## src/rtl/spm_cdma_pkg.sv

```systemverilog
// spm_cdma_pkg: shared constants for the byte-wide copy DMA engine.
//   - slave register indices
//   - CTRL / STATUS bit positions
//   - master-side FSM state encoding
package spm_cdma_pkg;

  localparam logic [2:0] REG_SRC_L  = 3'd0;
  localparam logic [2:0] REG_SRC_H  = 3'd1;
  localparam logic [2:0] REG_DST_L  = 3'd2;
  localparam logic [2:0] REG_DST_H  = 3'd3;
  localparam logic [2:0] REG_LEN_L  = 3'd4;
  localparam logic [2:0] REG_LEN_H  = 3'd5;
  localparam logic [2:0] REG_CTRL   = 3'd6;
  localparam logic [2:0] REG_STATUS = 3'd7;

  localparam int CTRL_START  = 0;
  localparam int CTRL_IRQEN  = 1;
  localparam int CTRL_SRCINC = 2;
  localparam int CTRL_DSTINC = 3;
  localparam int CTRL_ABORT  = 4;

  localparam int ST_BUSY    = 0;
  localparam int ST_DONE    = 1;
  localparam int ST_ABORTED = 2;

  typedef enum logic [2:0] {
    S_IDLE = 3'd0,
    S_RD   = 3'd1,
    S_RGAP = 3'd2,
    S_WR   = 3'd3,
    S_WGAP = 3'd4
  } state_e;

endpackage

```

## src/rtl/spm_cdma_regs.sv

```systemverilog
// spm_cdma_regs: Wishbone slave side of the DMA engine.
//   Decodes CPU accesses, holds CTRL mode bits and sticky STATUS flags,
//   produces registered ACK and read data, and hands start/abort pulses
//   and the raw write strobe to the top (which owns SRC/DST/LEN).
// Ports:
//   clk, rst                 clock, async active-high reset
//   s_*_i / s_dat_o, s_ack_o Wishbone slave
//   busy_i, src_i/dst_i/len_i live engine state for readback
//   done_set_i, abrt_set_i   completion events from the FSM
//   wr_o, start_o, abort_o   decoded write strobe and CTRL pulses
//   irq_en_o, src_inc_o, dst_inc_o  mode bits
//   irq_o                    done & irq_en
module spm_cdma_regs #(
  parameter int AWID = 16,
  parameter int LWID = 16
) (
  input  logic            clk,
  input  logic            rst,
  input  logic [2:0]      s_adr_i,
  input  logic [7:0]      s_dat_i,
  input  logic            s_we_i,
  input  logic            s_cyc_i,
  input  logic            s_stb_i,
  output logic [7:0]      s_dat_o,
  output logic            s_ack_o,
  input  logic            busy_i,
  input  logic [AWID-1:0] src_i,
  input  logic [AWID-1:0] dst_i,
  input  logic [LWID-1:0] len_i,
  input  logic            done_set_i,
  input  logic            abrt_set_i,
  output logic            wr_o,
  output logic            start_o,
  output logic            abort_o,
  output logic            irq_en_o,
  output logic            src_inc_o,
  output logic            dst_inc_o,
  output logic            irq_o
);
  import spm_cdma_pkg::*;

  logic       ack_q;
  logic [7:0] dat_q;
  logic       irq_en_q, src_inc_q, dst_inc_q;
  logic       done_q, abrt_q;
  logic       ctrl_wr, stat_wr;
  logic [7:0] rdata;
  logic [15:0] src16, dst16, len16;

  // Registers narrower than 16 bits read back zero-extended.
  assign src16 = 16'(src_i);
  assign dst16 = 16'(dst_i);
  assign len16 = 16'(len_i);

  assign wr_o    = s_cyc_i & s_stb_i & s_we_i;
  assign ctrl_wr = wr_o & (s_adr_i == REG_CTRL);
  assign stat_wr = wr_o & (s_adr_i == REG_STATUS);
  assign start_o = ctrl_wr & s_dat_i[CTRL_START];
  assign abort_o = ctrl_wr & s_dat_i[CTRL_ABORT];

  assign s_ack_o   = ack_q & s_cyc_i;
  assign s_dat_o   = dat_q;
  assign irq_en_o  = irq_en_q;
  assign src_inc_o = src_inc_q;
  assign dst_inc_o = dst_inc_q;
  assign irq_o     = done_q & irq_en_q;

  always_comb begin
    rdata = 8'h00;
    case (s_adr_i)
      REG_SRC_L:  rdata = src16[7:0];
      REG_SRC_H:  rdata = src16[15:8];
      REG_DST_L:  rdata = dst16[7:0];
      REG_DST_H:  rdata = dst16[15:8];
      REG_LEN_L:  rdata = len16[7:0];
      REG_LEN_H:  rdata = len16[15:8];
      REG_CTRL: begin
        rdata[CTRL_IRQEN]  = irq_en_q;
        rdata[CTRL_SRCINC] = src_inc_q;
        rdata[CTRL_DSTINC] = dst_inc_q;
      end
      REG_STATUS: begin
        rdata[ST_BUSY]    = busy_i;
        rdata[ST_DONE]    = done_q;
        rdata[ST_ABORTED] = abrt_q;
      end
      default: rdata = 8'h00;
    endcase
  end

  always_ff @(posedge clk or posedge rst) begin
    if (rst) begin
      ack_q     <= 1'b0;
      dat_q     <= 8'h00;
      irq_en_q  <= 1'b0;
      src_inc_q <= 1'b0;
      dst_inc_q <= 1'b0;
      done_q    <= 1'b0;
      abrt_q    <= 1'b0;
    end else begin
      ack_q <= s_stb_i;
      if (s_cyc_i && s_stb_i) dat_q <= rdata;
      // Mode bits stay writable while busy.
      if (ctrl_wr) begin
        irq_en_q  <= s_dat_i[CTRL_IRQEN];
        src_inc_q <= s_dat_i[CTRL_SRCINC];
        dst_inc_q <= s_dat_i[CTRL_DSTINC];
      end
      // Set beats a same-cycle write-1-to-clear.
      done_q <= done_set_i | (done_q & ~(stat_wr & s_dat_i[ST_DONE]));
      abrt_q <= abrt_set_i | (abrt_q & ~(stat_wr & s_dat_i[ST_ABORTED]));
    end
  end

endmodule

```

## src/rtl/spm_cdma.sv

```systemverilog
// spm_cdma: byte-wide copy DMA engine (Wishbone master + slave regs).
//   Reads one byte from SRC, writes it to DST, repeats LEN times, with a
//   mandatory one-cycle gap after each bus access so a trailing ACK from
//   the scratchpad is never taken as the next beat's ACK.
// Ports:
//   clk, rst            clock, async active-high reset
//   S_*                 Wishbone slave (CPU register access)
//   M_*                 Wishbone master (data movement)
//   irq                 level interrupt: STATUS.done & CTRL.irq_en
// AWID and LWID are expected to be in 9..16 (two byte registers each).
module spm_cdma #(
  parameter int AWID = 16,
  parameter int LWID = 16
) (
  input  logic            clk,
  input  logic            rst,
  input  logic [2:0]      S_ADRi,
  input  logic [7:0]      S_DATi,
  output logic [7:0]      S_DATo,
  input  logic            S_WEi,
  input  logic            S_CYCi,
  input  logic            S_STBi,
  output logic            S_ACKo,
  output logic [AWID-1:0] M_ADRo,
  output logic [7:0]      M_DATo,
  input  logic [7:0]      M_DATi,
  output logic            M_WEo,
  output logic            M_CYCo,
  output logic            M_STBo,
  input  logic            M_ACKi,
  output logic            irq
);
  import spm_cdma_pkg::*;

  state_e          state_q;
  logic            cyc_q, stb_q, we_q, apend_q;
  logic [7:0]      buf_q;
  logic [AWID-1:0] src_q, dst_q;
  logic [LWID-1:0] len_q, len_dec;
  logic [15:0]     src16, dst16, len16;

  logic wr, start, abort, irq_en, src_inc, dst_inc;
  logic busy, abort_eff, last, done_set, abrt_set;

  assign busy      = (state_q != S_IDLE);
  assign abort_eff = apend_q | abort;
  assign len_dec   = (len_q == '0) ? '0 : len_q - LWID'(1);
  assign last      = (len_dec == '0) | abort_eff;
  assign done_set  = (state_q == S_IDLE && start && len_q == '0) ||
                     (state_q == S_WGAP && len_dec == '0 && !abort_eff);
  assign abrt_set  = (state_q == S_WGAP) && abort_eff;

  assign src16 = 16'(src_q);
  assign dst16 = 16'(dst_q);
  assign len16 = 16'(len_q);

  assign M_CYCo = cyc_q;
  assign M_STBo = stb_q;
  assign M_WEo  = we_q;
  assign M_ADRo = we_q ? dst_q : src_q;
  assign M_DATo = buf_q;

  spm_cdma_regs #(.AWID(AWID), .LWID(LWID)) u_regs (
    .clk        (clk),
    .rst        (rst),
    .s_adr_i    (S_ADRi),
    .s_dat_i    (S_DATi),
    .s_we_i     (S_WEi),
    .s_cyc_i    (S_CYCi),
    .s_stb_i    (S_STBi),
    .s_dat_o    (S_DATo),
    .s_ack_o    (S_ACKo),
    .busy_i     (busy),
    .src_i      (src_q),
    .dst_i      (dst_q),
    .len_i      (len_q),
    .done_set_i (done_set),
    .abrt_set_i (abrt_set),
    .wr_o       (wr),
    .start_o    (start),
    .abort_o    (abort),
    .irq_en_o   (irq_en),
    .src_inc_o  (src_inc),
    .dst_inc_o  (dst_inc),
    .irq_o      (irq)
  );

  // Trace-only use of irq_en keeps the port list symmetric.
  logic unused_ok;
  assign unused_ok = irq_en;

  always_ff @(posedge clk or posedge rst) begin
    if (rst) begin
      state_q <= S_IDLE;
      cyc_q   <= 1'b0;
      stb_q   <= 1'b0;
      we_q    <= 1'b0;
      apend_q <= 1'b0;
      buf_q   <= 8'h00;
      src_q   <= '0;
      dst_q   <= '0;
      len_q   <= '0;
    end else begin
      // Abort only latches while a transfer is running.
      if (busy && abort) apend_q <= 1'b1;

      case (state_q)
        S_IDLE: begin
          if (wr) begin
            case (S_ADRi)
              REG_SRC_L: src_q <= AWID'({src16[15:8], S_DATi});
              REG_SRC_H: src_q <= AWID'({S_DATi, src16[7:0]});
              REG_DST_L: dst_q <= AWID'({dst16[15:8], S_DATi});
              REG_DST_H: dst_q <= AWID'({S_DATi, dst16[7:0]});
              REG_LEN_L: len_q <= LWID'({len16[15:8], S_DATi});
              REG_LEN_H: len_q <= LWID'({S_DATi, len16[7:0]});
              default: ;
            endcase
          end
          if (start && len_q != '0) begin
            state_q <= S_RD;
            cyc_q   <= 1'b1;
            stb_q   <= 1'b1;
            we_q    <= 1'b0;
          end
        end
        S_RD: begin
          if (M_ACKi && stb_q) begin
            buf_q   <= M_DATi;
            stb_q   <= 1'b0;
            state_q <= S_RGAP;
          end
        end
        S_RGAP: begin
          stb_q   <= 1'b1;
          we_q    <= 1'b1;
          state_q <= S_WR;
        end
        S_WR: begin
          if (M_ACKi && stb_q) begin
            stb_q   <= 1'b0;
            we_q    <= 1'b0;
            state_q <= S_WGAP;
          end
        end
        S_WGAP: begin
          src_q <= src_q + AWID'(src_inc);
          dst_q <= dst_q + AWID'(dst_inc);
          len_q <= len_dec;
          if (last) begin
            state_q <= S_IDLE;
            cyc_q   <= 1'b0;
            apend_q <= 1'b0;
          end else begin
            state_q <= S_RD;
            stb_q   <= 1'b1;
          end
        end
        default: begin
          state_q <= S_IDLE;
          cyc_q   <= 1'b0;
          stb_q   <= 1'b0;
          we_q    <= 1'b0;
        end
      endcase
    end
  end

endmodule

```

## config.mk

```make
export PLATFORM = sky130hd
export DESIGN_NAME = spm_cdma
export DESIGN_NICKNAME = d
export VERILOG_FILES = /design/src/rtl/spm_cdma_pkg.sv /design/src/rtl/spm_cdma_regs.sv /design/src/rtl/spm_cdma.sv
export SDC_FILE = /design/constraint.sdc
export NUM_CORES = 1
export LEC_CHECK = 0
export CAP_MARGIN = 20
export CORE_MARGIN = 2
export CORE_UTILIZATION = 40
export DETAILED_ROUTE_END_ITERATION = 10
export DONT_BUFFER_PORTS = 1
export PLACE_DENSITY = 0.6
export SLEW_MARGIN = 20
export SYNTH_ARGS = -nofsm -noshare
export SYNTH_HDL_FRONTEND = slang
export SYNTH_SLANG_ARGS = --single-unit
```

## constraint.sdc

```tcl
create_clock -name clk -period 3.6 [get_ports clk]
set_input_delay 0.72 -clock clk [delete_from_list [all_inputs] [get_ports clk]]
set_output_delay 0.72 -clock clk [all_outputs]
set_load 0.01 [all_outputs]
```

==> results of run 1 <==
synth_stat cells, types with 6 or more instances:
| cell | count |
|---|---|
| dfrtp_1 | 77 |
| inv_1 | 17 |
| nand3_1 | 21 |
| and2_1 | 7 |
| o22ai_1 | 10 |
| o31ai_1 | 8 |
| nor3_1 | 17 |
| a21oi_1 | 72 |
| nand4_1 | 6 |
| a22oi_1 | 28 |
| clkbuf_1 | 30 |
| ha_1 | 6 |
| mux2_2 | 26 |
| nor2_1 | 54 |
| and3_1 | 7 |
| o21ai_0 | 63 |
| nand2_1 | 53 |
area by class of cell:
class / count / share of cell area
multi-input combinational: 469 / 0.5280
sequential: 77 / 0.3551
clock buffer: 10 / 0.04220
tap: 168 / 0.03874
clock inverter: 6 / 0.01337
inverter: 17 / 0.01199
timing repair buffer: 6 / 0.01061
sequential cells by signal (all words and copies together), names as in the netlist, 3 cells and up:
register and count:
len16 16, M_DATo 8, u_regs.s_dat_o 8, dst16 16, src16 16, state_q 3
report_power, final:
group | internal, mW | switching, mW
clock network | 0.543 | 0.399
registers | 1.22 | 0.660
logic | 0.632 | 0.835
total | 2.39 | 1.89
stage by stage:
step | utilization | cells | setup WS (ps)
floorplan | - | 604 | 913.3
CTS | 0.4477 | 753 | 1036
global route | 0.4480 | 753 | 744.8
global placement | 0.4228 | 737 | 1039
detailed placement | 0.4228 | 737 | 997.2
finish | 0.4480 | 753 | 983.8
cell families after synthesis:
| kind of cell | Yosys count | share of synthesized area |
|---|---|---|
| AO/OA/AOI/OAI | 229 | 0.2802 |
| buffers and inverters | 58 | 0.04611 |
| adder cells (fa/ha/maj) | 6 | 0.01495 |
| multiplexers | 30 | 0.06979 |
| AND/OR/NAND/NOR | 201 | 0.1999 |
| flip-flops | 77 | 0.3838 |
| XOR/XNOR | 3 | 0.005235 |
worst max path at each step:
stage               startpoint             to  slack, ps
finish                len16[0]       len16[6]        980
global route          len16[0]       len16[6]        740
detailed placement      S_CYCi  u_regs.done_q       1000
floorplan                  rst         M_CYCo        910
CTS                      M_WEo     M_ADRo[10]       1040
global placement        S_CYCi  u_regs.done_q       1040
metal layers:
metal / wire (µm) / global-route usage
met5: 0 / 0
met2: 7159 / 0.3676
met3: 1665 / 0.06956
met1: 7113 / 0.3526
met4: 426 / 0.1111
critical path, cell delays in order, from the launching register on:
cell and delay (ps):
dfrtp_1 440, inv_1 130, ha_1 150, nor4b_1 480
nand4_1 330, nand2_1 480, nor2_1 120, o21ai_0 200
o21ai_0 120
==> results by group, run 1 <==
Critical path
  – Reg2reg start: len16[0]
  – Cells on worst reg2reg path: 8
  – Critical path endpoint category: register
  – Crit path max fanout: 12
  – CP Class: register to register
  – R2r endpoint: len16[6]
  – R2r setup slk: approximately 980 ps
  – WP data required: 3800 ps
  – CP arrival: 2810 ps
  – Critical path startpoint category: register

Cells and area
  – Area of the multi-input gates: 0.002865 mm²
  – FF/Latch Area: 0.001927 mm²
  – Layout cells sized above 1: 0.1060
  – ANT cells: 0
  – Nets: 611
  – Most frequent cells in the layout: dfrtp_1, a21oi_1, o21ai_0, nor2_1, nand2_1
  – Area growth syn-to-layout: 8.101%
  – Fillers: 1236
  – Commonest non-fill, non-tap cell in the layout: dfrtp_1
  – Design area: 0.005426 mm²

Drt
  – Pre-Repair DR Iteration Count: 5
  – Initial DRC count: 560
  – DRT antenna net count: 0
  – Residual DRC: 0
  – WL/cell: 21.73 µm
  – Drt total wl: 16370 µm
  – DR vias/cell: approximately 6.4
  – Via count: approximately 4800

STA
  – Rel. slew slack: 0.3278
  – Max-slew violations: 0
  – Final setup violating endpoints: 0
  – Final Skew: 6.523 ps
  – Hold Violations, Final: 0
  – RSZ-0062 raised after global routing: no
  – Final period utilization: 0.7267
  – Tmin final: between 2000 and 3000 ps
  – Setup TNS: 0 ps
  – Fmax: 382.2 MHz
  – WHS: 264.9 ps
  – Tightest Pin Transition: a little over 1000 ps

Die
  – Row cnt: 40
  – Boundary pin count: 62
  – Die area: 0.01346 mm²
  – Die Y: around 120 µm
  – Starting Density: 0.4145
  – Core box area: around 0.012 mm²
  – Die X: 116.0 µm

Power
  – Leakage: 2.147 nW
  – VDD IR-drop max: 0.3502 mV
  – Cell Pwr Density: roughly 790 mW/mm²
  – Final Total Pwr: 4.285 mW

Placed design
  – Port-buffer cells: 0
  – Placer Congestion: 0.8951
  – Post-DP HPWL: approximately 12000 µm
  – DP Area: 0.005121 mm²

CTS
  – Skew-Pair Late Insertion Delay: approximately 350 ps
  – Clk sinks: 77
  – Clk buf depth: 2
  – Setup bufs post-CTS: 0
  – Post_cts resized: 0
  – CTS Hold Bufs: 0
  – CTS Buf Count: 9
  – CTS tree: done
  – H-tree levels: 3
  – Reg clk slew, reported paths: about 60 ps
  – Clock Root Buffer: clkbuf_16

GRT
  – Vias in the first global route: around 4500
  – Antenna violations before repair: 0
  – First-pass GRT wire length: 25670 µm
  – Largest net degree at the start of global routing: 52
  – Grt total ovfl: 0
  – Total global-route track usage: 0.2530

Job
  – Reported max-cap violation count: 0

Yosys
  – Mean post-synth cell area: 8.311 µm²
  – Synthesized cell area: 0.005020 mm²
  – Mapped Cells: 604
  – Area contributors post-synth: dfrtp_1, a21oi_1, o21ai_0, mux2_2, a22oi_1
  – Yosys top cell by area: dfrtp_1
  – Synth top area share: 0.3838
  – Yosys warning count: 0
  – Post-synthesis sequential area ratio: 0.3838
  – Post-synthesis register bit count: 77
  – Yosys cell types: 67
  – Ys flop type: dfrtp_1
  – Net Count, Synth: 635
  – EDFF count, synth: 0
  – Asr flop ratio synth: 1.000

Hold path
  – Min-Delay Path Class: primary input to asynchronous set/reset pin

Status
  – Status: complete, no violations
Power figures use the tool's default switching activity.
==> inputs of run 2 (changes only) <==
--- a/config.mk
+++ b/config.mk
@@ -10,7 +10,7 @@
 export CORE_UTILIZATION = 40
 export DETAILED_ROUTE_END_ITERATION = 10
 export DONT_BUFFER_PORTS = 1
-export PLACE_DENSITY = 0.6
+export PLACE_DENSITY = 0.62
 export SLEW_MARGIN = 20
 export SYNTH_ARGS = -nofsm -noshare
 export SYNTH_HDL_FRONTEND = slang
==> constraint.sdc (replaced) <==
create_clock -name clk -period 2.2 [get_ports clk]
set_input_delay 0.44 -clock clk [delete_from_list [all_inputs] [get_ports clk]]
set_output_delay 0.44 -clock clk [all_outputs]
set_load 0.01 [all_outputs]
==> run 2 against run 1 <==
  * Worst setup slack lost 930 ps
  * Sequential power grew 52%
  * Core utilization grew 4.4 points
  * Critical path type unchanged
  * Largest power group is now combinational cells
  * Non-clock buffer count grew 45
  * Sequential share of layout area shrank 3.1 points
==> results by group, run 2 (synthesis results as in run 1) <==
Status
  – Status: complete, no violations

Placed design
  – Placer Congestion: 0.9559
  – Port-buffer cells: 0
  – Post-DP HPWL: 12020 µm

STA
  – Fmax: 464.9 MHz
  – Final period utilization: 0.9777
  – Setup TNS: 0 ps
  – Max-slew violations: 0
  – WHS: 118.5 ps
  – Final setup violating endpoints: 0
  – Hold Violations, Final: 0
  – Final Skew: 10.26 ps
  – Tightest Pin Transition: 1082 ps
  – Rel. slew slack: 0.2736
  – Tmin final: 2151 ps

Critical path
  – WP data required: 2490 ps
  – CP arrival: 2440 ps
  – Critical path startpoint category: register
  – CP Class: register to register
  – Critical path endpoint category: register
  – Crit path max fanout: 9

Drt
  – Via count: 5034
  – Residual DRC: 0
  – Drt total wl: 16920 µm
  – Pre-Repair DR Iteration Count: 5
  – DRT antenna net count: 0
  – Initial DRC count: 588
  – WL/cell: 21.21 µm
  – DR vias/cell: roughly 6.3

Power
  – Leakage: 2.377 nW
  – Clock group share of total power: 0.184
  – VDD IR-drop max: 0.5531 mV
  – Combinational Power Share: 0.442
  – Cell Pwr Density: 1278 mW/mm²
  – Sw Share: 0.4387
  – Net Sw Power: 3.341 mW
  – Seq pwr share: 0.374
  – Int Power: 4.275 mW

GRT
  – Largest net degree at the start of global routing: between 40 and 50
  – Vias in the first global route: about 4700
  – Total global-route track usage: 0.2585
  – Antenna violations before repair: 0
  – First-pass GRT wire length: 26320 µm
  – Grt total ovfl: 0

CTS
  – Clk buf depth: 2
  – CTS Buf Count: 9
  – Skew-Pair Late Insertion Delay: 350 ps
  – Clock Root Buffer: clkbuf_16
  – H-tree levels: 3
  – Clk sinks: 77
  – CTS tree: done
  – Reg clk slew, reported paths: approximately 60 ps

Die
  – Core box area: around 0.012 mm²
  – Die Y: roughly 120 µm
  – Die area: 0.01346 mm²
  – Die X: 116.0 µm
  – Starting Density: 0.4145
  – Row cnt: 40
  – Boundary pin count: 62

Cells and area
  – ANT cells: 0
  – Layout cells sized above 1: 0.2079
  – Most frequent cells in the layout: dfrtp_1, a21oi_1, o21ai_0, nand2_1, nor2_1
  – Area growth syn-to-layout: 18.74%
  – Commonest non-fill, non-tap cell in the layout: dfrtp_1
  – Nets: around 660

Hold path
  – Min-Delay Path Class: primary input to register

Job
  – Reported max-cap violation count: 0
-- run 2: changes by cell type in the layout (fill, tap and decap cells not counted), moves of 3 or more --
cell	delta
buf_4	+38
buf_6	+5
clkinvlp_4	+3
nor2_1	-6
nor2_2	+5
nor4_1	-3
nor4_4	+4
o31ai_1	-3
o31ai_4	+3
-- run 2: layer usage --
layer / GRT usage / vias to the layer above / routed length, µm
li1: - / 2297 / -
met1: 0.3548 / 2414 / 7313
met2: 0.3864 / 290 / 7597
met3: 0.08368 / 33 / 1654
met4: 0.08571 / 0 / 356
met5: 0 / - / 0
-- run 2: layout make-up --
type                       count  area, µm²
clock buffer                  11      242.7
clock inverter                 5      36.28
fill                        1184       6151
inverter                      17      67.56
multi-input combinational    469       3045
sequential                    77       1929
tap                          168      210.2
timing repair buffer          51      429.2
-- run 2: final timing paths --
check,cells past startpoint,slack (ps),startpoint,to
setup / recovery,7,50,len16[2],u_regs.done_q
hold / removal,0,120,S_STBi,u_regs.ack_q
setup reg to reg,7,50,len16[2],u_regs.done_q
hold reg to reg,2,490,u_regs.abrt_q,u_regs.abrt_q
max in group asynchronous,3,1060,rst,len16[5]
min in group asynchronous,2,440,rst,M_DATo[7]
-- run 2: worst max-delay path, cell delays in order (launching register included) --
cell     delay, ps
dfrtp_1        400
buf_6          160
or4_4          560
o31ai_4        220
o21ai_1        110
or2_4          260
o31ai_4        240
a22o_1         150
-- run 2: metrics by stage --
step | std cells | power (mW) | setup slack, ps | util | cell area [µm²]
2_1_floorplan | 604 | 4.657 | 44.57 | - | 5024
3_3_place_gp | 777 | 5.733 | -46.53 | 0.4489 | 5436
3_5_place_dp | 777 | 5.788 | -87.50 | 0.4489 | 5436
4_1_cts | 794 | 7.266 | -4.121 | 0.4756 | 5761
5_1_grt | 798 | 8.090 | -22.15 | 0.4921 | 5961
6_report | 798 | 7.616 | 49.03 | 0.4921 | 5961
-- run 2: repair_timing --
| item | in CTS | in global routing |
|---|---|---|
| setup endpoints to repair | 6 | 22 |
| setup buffers | 0 | 5 |
| hold endpoints to repair | 1 | 0 |
| pin swaps | 1 | 10 |
| hold buffers | 1 | 0 |
| gates resized for setup | 7 | 35 |
-- run 2: power by group through the flow --
| stage | Sequential, mW | Clock (mW) | Combinational [mW] |
|---|---|---|---|
| after global routing | 2.93 | 1.50 | 3.67 |
| after floorplan | 2.56 | 0 | 2.09 |
| after detailed placement | 2.81 | 0 | 2.97 |
| after global placement | 2.80 | 0 | 2.93 |
| final | 2.85 | 1.41 | 3.36 |
| after CTS | 2.79 | 1.44 | 3.04 |
